==> config.mk <==
export PLATFORM = sky130hd
export DESIGN_NAME = mac16_wrapper_accum
export DESIGN_NICKNAME = d
export VERILOG_FILES = /design/src/rtl/mac16_wrapper_accum.sv
export SDC_FILE = /design/constraint.sdc
export NUM_CORES = 1
export LEC_CHECK = 0
export CORE_MARGIN = 1
export CORE_UTILIZATION = 61
export DETAILED_ROUTE_END_ITERATION = 6
export DONT_BUFFER_PORTS = 1
export PLACE_DENSITY = 0.8
export SLEW_MARGIN = 20
export SYNTH_ARGS = -nofsm -noshare
export SYNTH_HDL_FRONTEND = slang
export SYNTH_SLANG_ARGS = --single-unit
export TNS_END_PERCENT = 1
==> constraint.sdc <==
create_clock -name clk -period 5.9 [get_ports clk]
set_input_delay 1.18 -clock clk [delete_from_list [all_inputs] [get_ports clk]]
set_output_delay 1.18 -clock clk [all_outputs]
set_load 0.01 [all_outputs]
==> src/rtl/mac16_wrapper_accum.sv <==
// mac16_wrapper_accum
// Signed 16x16 multiply-accumulate for the fixed-point biquad IIR datapath.
// Q2.14 x Q2.14 operands produce a Q4.28 product that is added into a 32-bit
// running sum. An operation issues on the first cycle of a ce assertion and
// accumulates on the following edge. Only reset clears the sum.
//
// Build option:
//   MAC16_SAT_EN  defined   -> accumulator saturates to 0x7FFFFFFF / 0x80000000
//                 undefined -> accumulator wraps modulo 2^32
module mac16_wrapper_accum (
  input  logic        clk,
  input  logic        rst,
  input  logic        ce,
  input  logic [15:0] a_in,
  input  logic [15:0] b_in,
  output logic [31:0] result
);

  logic               r_ce_q;
  logic signed [15:0] r_a;
  logic signed [15:0] r_b;
  logic               r_pend;
  logic signed [31:0] r_acc;

  logic               w_issue;
  logic signed [31:0] w_prod;
  logic signed [31:0] w_acc_next;

  // Rising edge of ce starts an operation; a held ce never re-issues.
  assign w_issue = ce & ~r_ce_q;

  // Full-precision product; -32768 * -32768 = 2^30 still fits in 32 bits.
  assign w_prod = r_a * r_b;

  // Remember last cycle's ce so only its first high cycle issues.
  always_ff @(posedge clk or negedge rst) begin
    if (!rst) begin
      r_ce_q <= 1'b0;
    end else begin
      r_ce_q <= ce;
    end
  end

  // Capture operands at issue and mark the accumulate stage as pending.
  always_ff @(posedge clk or negedge rst) begin
    if (!rst) begin
      r_a    <= '0;
      r_b    <= '0;
      r_pend <= 1'b0;
    end else begin
      if (w_issue) begin
        r_a <= $signed(a_in);
        r_b <= $signed(b_in);
      end
      r_pend <= w_issue;
    end
  end

`ifdef MAC16_SAT_EN
  logic signed [32:0] w_sum33;

  // Sum in 33 bits and clamp when the true result leaves the 32-bit range.
  always_comb begin
    w_sum33    = {r_acc[31], r_acc} + {w_prod[31], w_prod};
    w_acc_next = w_sum33[31:0];
    if (w_sum33[32] != w_sum33[31]) begin
      w_acc_next = w_sum33[32] ? 32'sh8000_0000 : 32'sh7FFF_FFFF;
    end
  end
`else
  // Plain two's-complement add; overflow wraps.
  always_comb begin
    w_acc_next = r_acc + w_prod;
  end
`endif

  // Accumulate one edge after issue, independent of ce at that point.
  always_ff @(posedge clk or negedge rst) begin
    if (!rst) begin
      r_acc <= '0;
    end else if (r_pend) begin
      r_acc <= w_acc_next;
    end
  end

  assign result = r_acc;

endmodule

==> flow_metrics.py, run 1 <==
metrics = {
    "run_status": {
        "status": "complete, but fails checks",
        "violations": "negative setup slack",
    },
    "synth": {
        "yosys_warnings": 0,
        "syn_avg_cell_area_sq_um": 9.842,
        "synth-edff-count": 0,
        "synth.area.top_cells": "fa_1 (44%), dfrtp_1 (12%), inv_1 (9.6%)",
        "synth_commonest_cells": "inv_1 (340), fa_1 (292), nand2_1 (144), and2_1 (120), ha_1 (98)",
        "async_reset_ff_share_pct": 100.0,
        "synthesis.area_sq_mm": 0.01332,
        "yosys.area.top_type": "fa_1",
        "synth_nets": 1778,
        "netlist.area_leader.share_pct": 43.90,
        "synthCells": 1353,
        "synth_ff_type": "dfrtp_1",
        "synth_seq_area_share_pct": 12.40,
        "yosysMostFrequentCell": "inv_1",
        "ys_ff_latch": 66,
        "synth_cell_types": 61,
    },
    "clock_network": {
        "cts_buffer_depth": 2,
        "cts_htree_levels": 3,
        "ctsHoldBuffers": 0,
        "cts_tree": "yes",
        "clk_latency_ns": 0.36,
        "root_buffer": "clkbuf_16",
        "cts_sinks": 66,
        "clkTransAtPathRegs_ns": 0.07,
        "cts-buffers-inserted": 9,
    },
    "finish": {
        "drive_gt1_share_pct": 19.90,
        "nets": 1887,
        "fill_cells": 1395,
        "multi_input_area_sq_mm": 0.01053,
        "area_growth_pct": 15.94,
        "ff_latch_area_sq_mm": 0.001677,
    },
    "setup_path": {
        "reg2reg_setup_slack_ns": -0.20,
        "path_class": "reg2reg",
        "worstRegToRegCells": 22,
        "cp_top_family": "adder cells",
        "startpoint_type": "register",
        "path_cells": "buf_4, buf_4, and2_1, fa_1, inv_1, fa_1, fa_1, inv_1, fa_1, fa_1, inv_1, fa_1, inv_1, ha_4, buf_4, a21oi_2, o211ai_1, a21bo_2, a31o_1, a21o_1, a311o_1, o211ai_1",
        "r2r_start": "r_b[5]",
        "r2r-end": "result[23]",
        "startpoint": "r_b[5]",
        "end_kind": "register",
        "critPathMaxFanout": 8,
        "worst_path_most_repeated_cell": "fa_1",
        "critPathBufInv": 7,
        "required_ns": 6.18,
        "slowest_stage": "fa_1",
        "arrival_ns": 6.38,
        "cp_slowest_stage_delay_ns": 0.59,
    },
    "route": {
        "dr.pass1.iters": 6,
        "num_vias": 9987,
        "avgRoutedWirePerCell_um": 20.41,
        "ant_nets": 0,
        "viasPerCell": 5.723,
        "drcViolationCount": 0,
        "drt-initial-drc-count": 830,
        "drt-total-wl_mm": 35.62,
    },
    "floorplanning": {
        "row_count": 53,
        "initial_core_util_pct": 62.75,
        "dieHeight_um": 149.8,
        "dieArea_sq_mm": 0.02243,
        "io_pins": 67,
        "die_w_um": 149.8,
        "core_sq_mm": 0.02122,
    },
    "timing": {
        "rsz0062_at_grt": "true",
        "fin_worst_skew_ns": 0.008575,
        "worst_pin_slew_ns": 0.6384,
        "tns_ns": -1.208,
        "worst_slack_ns": -0.2006,
        "max_freq_ghz": 0.1639,
        "fin_crit_ns": 6.101,
        "timing.final.crit_share_pct": 103.4,
        "hold_viol": 0,
        "relSlewSlack_pct": 57.17,
        "setup_viol": 14,
        "final_max_slew_viol_count": 0,
    },
    "placement": {
        "dp_hpwl_mm": 27.89,
        "portBuffers": 0,
        "pre_cts_ws_ns": -0.4362,
        "gp_congestion": 0.9504,
    },
    "global_route": {
        "antenna_found_initial": 4,
        "overflow": 0,
        "grt_usage_pct": 33.85,
        "grt_max_degree": 67,
        "grt_pass1_wl_mm": 56.88,
        "grt_pass1_vias": 11130,
    },
    "job": {
        "drv_cap": 0,
    },
    "min_path": {
        "holdCritPathClass": "in2async",
    },
}
==> area by class of cell <==
class / count / share of cell area [%]
antenna: 3 / 0.04863
tap: 275 / 2.229
clock buffer: 9 / 1.459
timing repair buffer: 147 / 8.348
multi-input combinational: 897 / 68.20
sequential: 66 / 10.86
inverter: 341 / 8.323
clock inverter: 7 / 0.5349
==> placed cells by master, fill, tap and decap left out, types with 5 or more instances in the layout <==
cell | Yosys | layout
inv_1 | 340 | 333
a21oi_2 | 1 | 7
nand2b_1 | 6 | 6
dfrtp_2 | 0 | 20
a21o_1 | 6 | 6
ha_4 | 0 | 11
buf_4 | 0 | 130
dfrtp_1 | 66 | 46
nor2_1 | 23 | 23
clkbuf_16 | 0 | 9
a21oi_1 | 29 | 20
ha_1 | 98 | 85
inv_2 | 0 | 5
nand3_1 | 6 | 6
mux2_2 | 47 | 47
o21ai_0 | 19 | 10
nor3_1 | 5 | 5
xnor2_1 | 25 | 25
and3_1 | 5 | 5
nand2_1 | 144 | 141
fa_1 | 292 | 285
buf_12 | 0 | 12
and2_1 | 120 | 119
xor2_1 | 8 | 8
o21ai_2 | 0 | 5
fa_2 | 0 | 7
==> stage by stage <==
stage | util (%) | hold WS (ns) | cell area (sq um) | instances
after floorplan | - | 0.5417 | 13370 | 1353
after global placement | 68.91 | 0.5624 | 14620 | 1708
after detailed placement | 68.91 | 0.5785 | 14620 | 1708
after CTS | 71.70 | 0.4998 | 15220 | 1740
after global routing | 72.75 | 0.5027 | 15440 | 1745
final | 72.75 | 0.5057 | 15440 | 1745
==> flip-flops by register name, indices dropped and copies added, names as in the netlist <==
| signal | cells |
|---|---|
| r_pend | 1 |
| r_b | 16 |
| r_ce_q | 1 |
| r_a | 16 |
| result | 32 |
==> repair_timing <==
action                     in CTS  in global routing
gates resized for setup        53                 37
setup endpoints to repair      14                 17
buffers inserted               16                  1
pin swaps                      16                 23
==> kinds of logic (layout without fill, tap and decap cells) <==
logic type | Yosys count | count (layout) | share of synthesized area, %
AND/OR/NAND/NOR | 326 | 326 | 12.22
AO/OA/AOI/OAI | 100 | 100 | 5.046
multiplexers | 48 | 48 | 4.050
flip-flops | 66 | 66 | 12.40
other | 0 | 3 | 0
XOR/XNOR | 33 | 33 | 2.170
adder cells (fa/ha/maj) | 390 | 390 | 53.11
buffers and inverters | 390 | 504 | 11.00
==> how the worst max path moves through the flow <==
stage,slack [ns],end,cells after the start
final,-0.20,result[23],22
after detailed placement,-0.44,result[26],23
after CTS,0.004,result[29],24
after global placement,-0.31,result[26],20
after floorplan,-0.05,result[28],21
after global routing,-0.34,result[23],22
==> layer usage <==
metal  up-vias  wire, um  global-route usage, %
li1       4255         -                      -
met1      5058     12710                  41.69
met2       514     17840                  56.53
met3       158      3028                  6.707
met4         2      2031                  17.73
met5         -        13                      0
Power of run 1 is left out: the tool's default activity adds up to more than one toggle a clock period on the data nets, which glitch-free logic cannot reach.
==> run 2: changes to the inputs <==
- CORE_UTILIZATION: 61 -> 55
- PLACE_DENSITY: 0.8 -> 0.73
==> flow_metrics.py, run 2 (same netlist as run 1, synthesis figures left out) <==
metrics = {
    "min_path": {
        "holdCritPathClass": "in2async",
    },
    "finish": {
        "fill_cells": 1835,
        "final_common_cell": "inv_1",
        "drive_gt1_share_pct": 18.45,
        "final_cell_mix": "inv_1 (335), fa_1 (289), nand2_1 (140)",
        "ff_latch_area_sq_mm": 0.001670,
        "area_growth_pct": 15.09,
        "nets": 1878,
        "final_area_sq_mm": 0.01533,
        "antenna_cells": 0,
        "multi_input_area_sq_mm": 0.01046,
        "largest_reg_flops": 32,
    },
    "clock_network": {
        "cts_sinks": 66,
        "cts_buffer_depth": 2,
        "cts-buffers-inserted": 9,
        "clk_latency_ns": 0.37,
        "cts_tree": "yes",
        "clkTransAtPathRegs_ns": 0.08,
        "root_buffer": "clkbuf_16",
        "cts_htree_levels": 3,
    },
    "run_status": {
        "violations": "negative setup slack",
        "status": "complete, but fails checks",
    },
    "route": {
        "ant_nets": 0,
        "avgRoutedWirePerCell_um": 18.81,
        "num_vias": 9475,
        "drt-initial-drc-count": 613,
        "drcViolationCount": 0,
        "dr.pass1.iters": 5,
        "viasPerCell": 5.332,
        "drt-total-wl_mm": 33.42,
    },
    "setup_path": {
        "critPathMaxFanout": 7,
        "end_kind": "register",
        "path_class": "reg2reg",
        "required_ns": 6.19,
        "arrival_ns": 6.25,
        "startpoint_type": "register",
    },
    "timing": {
        "whs_ns": 0.4994,
        "hold_viol": 0,
        "max_freq_ghz": 0.1678,
        "final_max_slew_viol_count": 0,
        "tns_ns": -0.1091,
        "fin_crit_ns": 5.959,
        "worst_pin_slew_ns": 1.106,
        "rsz0062_at_grt": "true",
        "timing.final.crit_share_pct": 101.0,
        "relSlewSlack_pct": 26.12,
        "setup_viol": 4,
        "fin_worst_skew_ns": 0.01602,
        "worst_slack_ns": -0.05944,
    },
    "floorplanning": {
        "core_sq_mm": 0.02361,
        "row_count": 56,
        "dieHeight_um": 157.6,
        "dieArea_sq_mm": 0.02484,
        "io_pins": 67,
        "initial_core_util_pct": 56.40,
        "die_w_um": 157.6,
    },
    "global_route": {
        "grt_usage_pct": 29.81,
        "grt_pass1_wl_mm": 55.13,
        "antenna_found_initial": 1,
        "grt_pass1_vias": 10490,
        "grt_max_degree": 67,
        "overflow": 0,
    },
    "job": {
        "drv_cap": 0,
    },
    "placement": {
        "portBuffers": 0,
        "gp_congestion": 0.9656,
        "dp_hpwl_mm": 27.21,
        "dpl_cell_area_sq_mm": 0.01463,
    },
}
-- run 2: changes by cell type in the layout (fill, tap and decap cells not counted), sizes merged --
cell / previous run / this run
bufinv: 1 / 3
buf: 147 / 138
inv: 343 / 344
diode: 3 / 0
clkinvlp: 2 / 0
clkinv: 2 / 1
-- run 2: layout make-up --
cell class / count / share of cell area, %
Tap cell: 319 / 2.604
Timing Repair Buffer: 138 / 7.544
Inverter: 341 / 8.368
Clock inverter: 7 / 0.8654
Clock buffer: 9 / 1.470
Sequential cell: 66 / 10.90
Multi-Input combinational cell: 897 / 68.25
-- run 2: path summary, 6_finish.rpt --
| path | from | slack (ns) | endpoint | depth (start not counted) |
|---|---|---|---|---|
| setup / recovery | r_a[10] | -0.06 | result[28] | 21 |
| setup reg to reg | r_a[10] | -0.06 | result[28] | 21 |
| min in group clk | result[4] | 0.59 | result[4] | 2 |
| hold / removal | rst | 0.50 | result[30] | 0 |
| hold reg to reg | result[4] | 0.59 | result[4] | 2 |
| max in group asynchronous | rst | 5.18 | r_b[9] | 0 |
-- run 2: routing by layer --
metal	global-route usage (%)	vias up	share of wire [%]	routed length, um
li1	-	4236	-	-
met3	6.734	88	6.4	2149
met4	10.86	2	3.6	1203
met2	50.11	305	50	16690
met5	0	-	0.030	10
met1	37.83	4844	40	13370
-- run 2: worst max-delay path, stage by stage, from the launching register on --
cell	delay (ns)
dfrtp_2	0.49
and2_1	0.21
fa_1	0.58
inv_1	0.06
fa_1	0.48
fa_1	0.52
inv_1	0.06
fa_1	0.47
fa_1	0.51
inv_1	0.05
fa_1	0.48
inv_1	0.05
ha_1	0.29
a21oi_2	0.18
o21ai_2	0.10
a41oi_2	0.29
buf_4	0.18
nor4_2	0.04
buf_4	0.14
o21a_1	0.19
or4b_1	0.46
nand3_1	0.08
-- run 2: repair_timing --
item | 4_1_cts | 5_1_grt
pin swaps | 10 | 14
hold buffers | 0 | 0
gates resized for setup | 39 | 30
setup endpoints to repair | 13 | 17
buffers inserted | 8 | 1
-- run 2: stage by stage --
step / worst slack, ns / cells / util [%]
CTS: -0.03423 / 1776 / 64.34
floorplan: -0.04991 / 1353 / -
global route: -0.2152 / 1777 / 64.91
detailed placement: -0.3108 / 1752 / 61.95
finish: -0.05944 / 1777 / 64.91
global placement: -0.2558 / 1752 / 61.95
Power of run 2 is left out for the same reason.
==> run 3: changes to the inputs <==
- REMOVE_ABC_BUFFERS: default -> 1
==> flow_metrics.py, run 3 (same netlist as run 1, synthesis figures left out) <==
metrics = {
    "setup_path": {
        "path_cells": "buf_12, nand2_1, fa_1, inv_1, fa_1, inv_1, fa_1, inv_1, fa_1, fa_1, inv_1, fa_1, inv_1, ha_1, and4_2, and3_1, and3_1, a21oi_4, a211oi_2, or3_1, a31oi_1",
        "arrival_ns": 6.26,
        "slowest_stage": "fa_1",
        "end_kind": "register",
        "required_ns": 6.18,
        "startpoint_type": "register",
        "worst_path_most_repeated_cell": "fa_1",
        "path_class": "reg2reg",
        "cp_slowest_stage_delay_ns": 0.62,
        "critPathMaxFanout": 12,
    },
    "finish": {
        "area_growth_pct": 13.85,
        "largest_reg_flops": 32,
        "fill_cells": 1847,
        "final_common_cell": "inv_1",
        "final_cell_mix": "inv_1 (339), fa_1 (291), nand2_1 (143)",
        "layoutNonFillerInstCount": 1763,
        "nets": 1862,
        "drive_gt1_share_pct": 16.16,
    },
    "route": {
        "num_vias": 9313,
        "dr.pass1.iters": 5,
        "drcViolationCount": 0,
        "drt-total-wl_mm": 32.27,
        "avgRoutedWirePerCell_um": 18.30,
        "ant_nets": 0,
        "drt-initial-drc-count": 569,
        "viasPerCell": 5.282,
    },
    "floorplanning": {
        "dieHeight_um": 157.6,
        "row_count": 56,
        "die_w_um": 157.6,
        "io_pins": 67,
        "dieArea_sq_mm": 0.02484,
        "initial_core_util_pct": 56.40,
        "core_sq_mm": 0.02361,
    },
    "run_status": {
        "status": "complete, but fails checks",
        "violations": "negative setup slack",
    },
    "clock_network": {
        "cts-buffers-inserted": 9,
        "cts_htree_levels": 3,
        "cts_sinks": 66,
        "clkTransAtPathRegs_ns": 0.06,
        "clk_latency_ns": 0.36,
        "cts_buffer_depth": 2,
        "cts_tree": "yes",
        "ctsHoldBuffers": 0,
        "root_buffer": "clkbuf_16",
    },
    "timing": {
        "relSlewSlack_pct": 26.04,
        "worst_pin_slew_ns": 1.107,
        "fin_crit_ns": 5.981,
        "worst_slack_ns": -0.08057,
        "rsz0062_at_grt": "true",
        "max_freq_ghz": 0.1672,
        "final_max_slew_viol_count": 0,
        "timing.final.crit_share_pct": 101.4,
        "hold_viol": 0,
        "fin_worst_skew_ns": 0.007620,
        "setup_viol": 5,
        "whs_ns": 0.5142,
    },
    "global_route": {
        "antenna_found_initial": 1,
        "grt_pass1_vias": 10320,
        "overflow": 0,
        "grt_usage_pct": 28.77,
        "grt_pass1_wl_mm": 53.66,
        "grt_max_degree": 67,
    },
    "placement": {
        "dp_hpwl_mm": 26.66,
        "portBuffers": 0,
        "place_inst": 1735,
        "gp_congestion": 0.8552,
    },
    "min_path": {
        "holdCritPathClass": "in2async",
    },
    "job": {
        "drv_cap": 0,
    },
}
[run 3: through the flow]
step | TNS, ns | setup WS (ns) | area [sq um] | util, %
3_5_place_dp | -1.302 | -0.2324 | 14530 | 61.53
5_1_grt | -1.836 | -0.2643 | 15160 | 64.19
2_1_floorplan | -0.7743 | -0.2195 | 13130 | -
4_1_cts | -0.04498 | -0.02930 | 15100 | 63.94
3_3_place_gp | -0.9142 | -0.1652 | 14530 | 61.53
6_report | -0.1523 | -0.08057 | 15160 | 64.21
[run 3: area by class of cell]
class	instances	area, sq um	area share [%]
antenna	2	5.005	0.03301
clock buffer	9	225.2	1.486
clock inverter	7	101.3	0.6685
inverter	341	1280	8.443
multi-input combinational	897	10370	68.40
sequential	66	1669	11.01
tap	319	399.1	2.633
timing repair buffer	122	1111	7.329
[run 3: worst paths after layout]
| kind | startpoint | endpoint | slack [ns] | cells past startpoint |
|---|---|---|---|---|
| hold reg to reg | r_b[11] | r_b[11] | 0.61 | 1 |
| setup / recovery | r_b[4] | result[31] | -0.08 | 21 |
| hold / removal | rst | result[8] | 0.51 | 0 |
| setup reg to reg | r_b[4] | result[31] | -0.08 | 21 |
| max in group asynchronous | rst | r_a[12] | 5.26 | 0 |
| min in group clk | r_b[11] | r_b[11] | 0.61 | 1 |
[run 3: timing repair]
action                     CTS  global route
pin swaps                   12             8
cloned                       0             0
resized for setup           36            24
setup buffers                9             1
setup endpoints to repair   11            15
[run 3: critical path, delay by kind of cell, from the launching register on]
family | cells | cell delay, ns
flip-flops | 1 | 0.37
buffers and inverters | 6 | 0.42
AO/OA/AOI/OAI | 3 | 0.56
AND/OR/NAND/NOR | 5 | 1.17
adder cells (fa/ha/maj) | 7 | 3.38
[run 3: layer usage]
layer | vias to the layer above | share of wire (%) | track usage, %
met5 | - | 0 | 0
met4 | 0 | 2.3 | 8.645
li1 | 4194 | - | -
met1 | 4772 | 40 | 37.24
met2 | 280 | 50 | 48.84
met3 | 67 | 6.9 | 5.803
Power of run 3 is left out for the same reason.
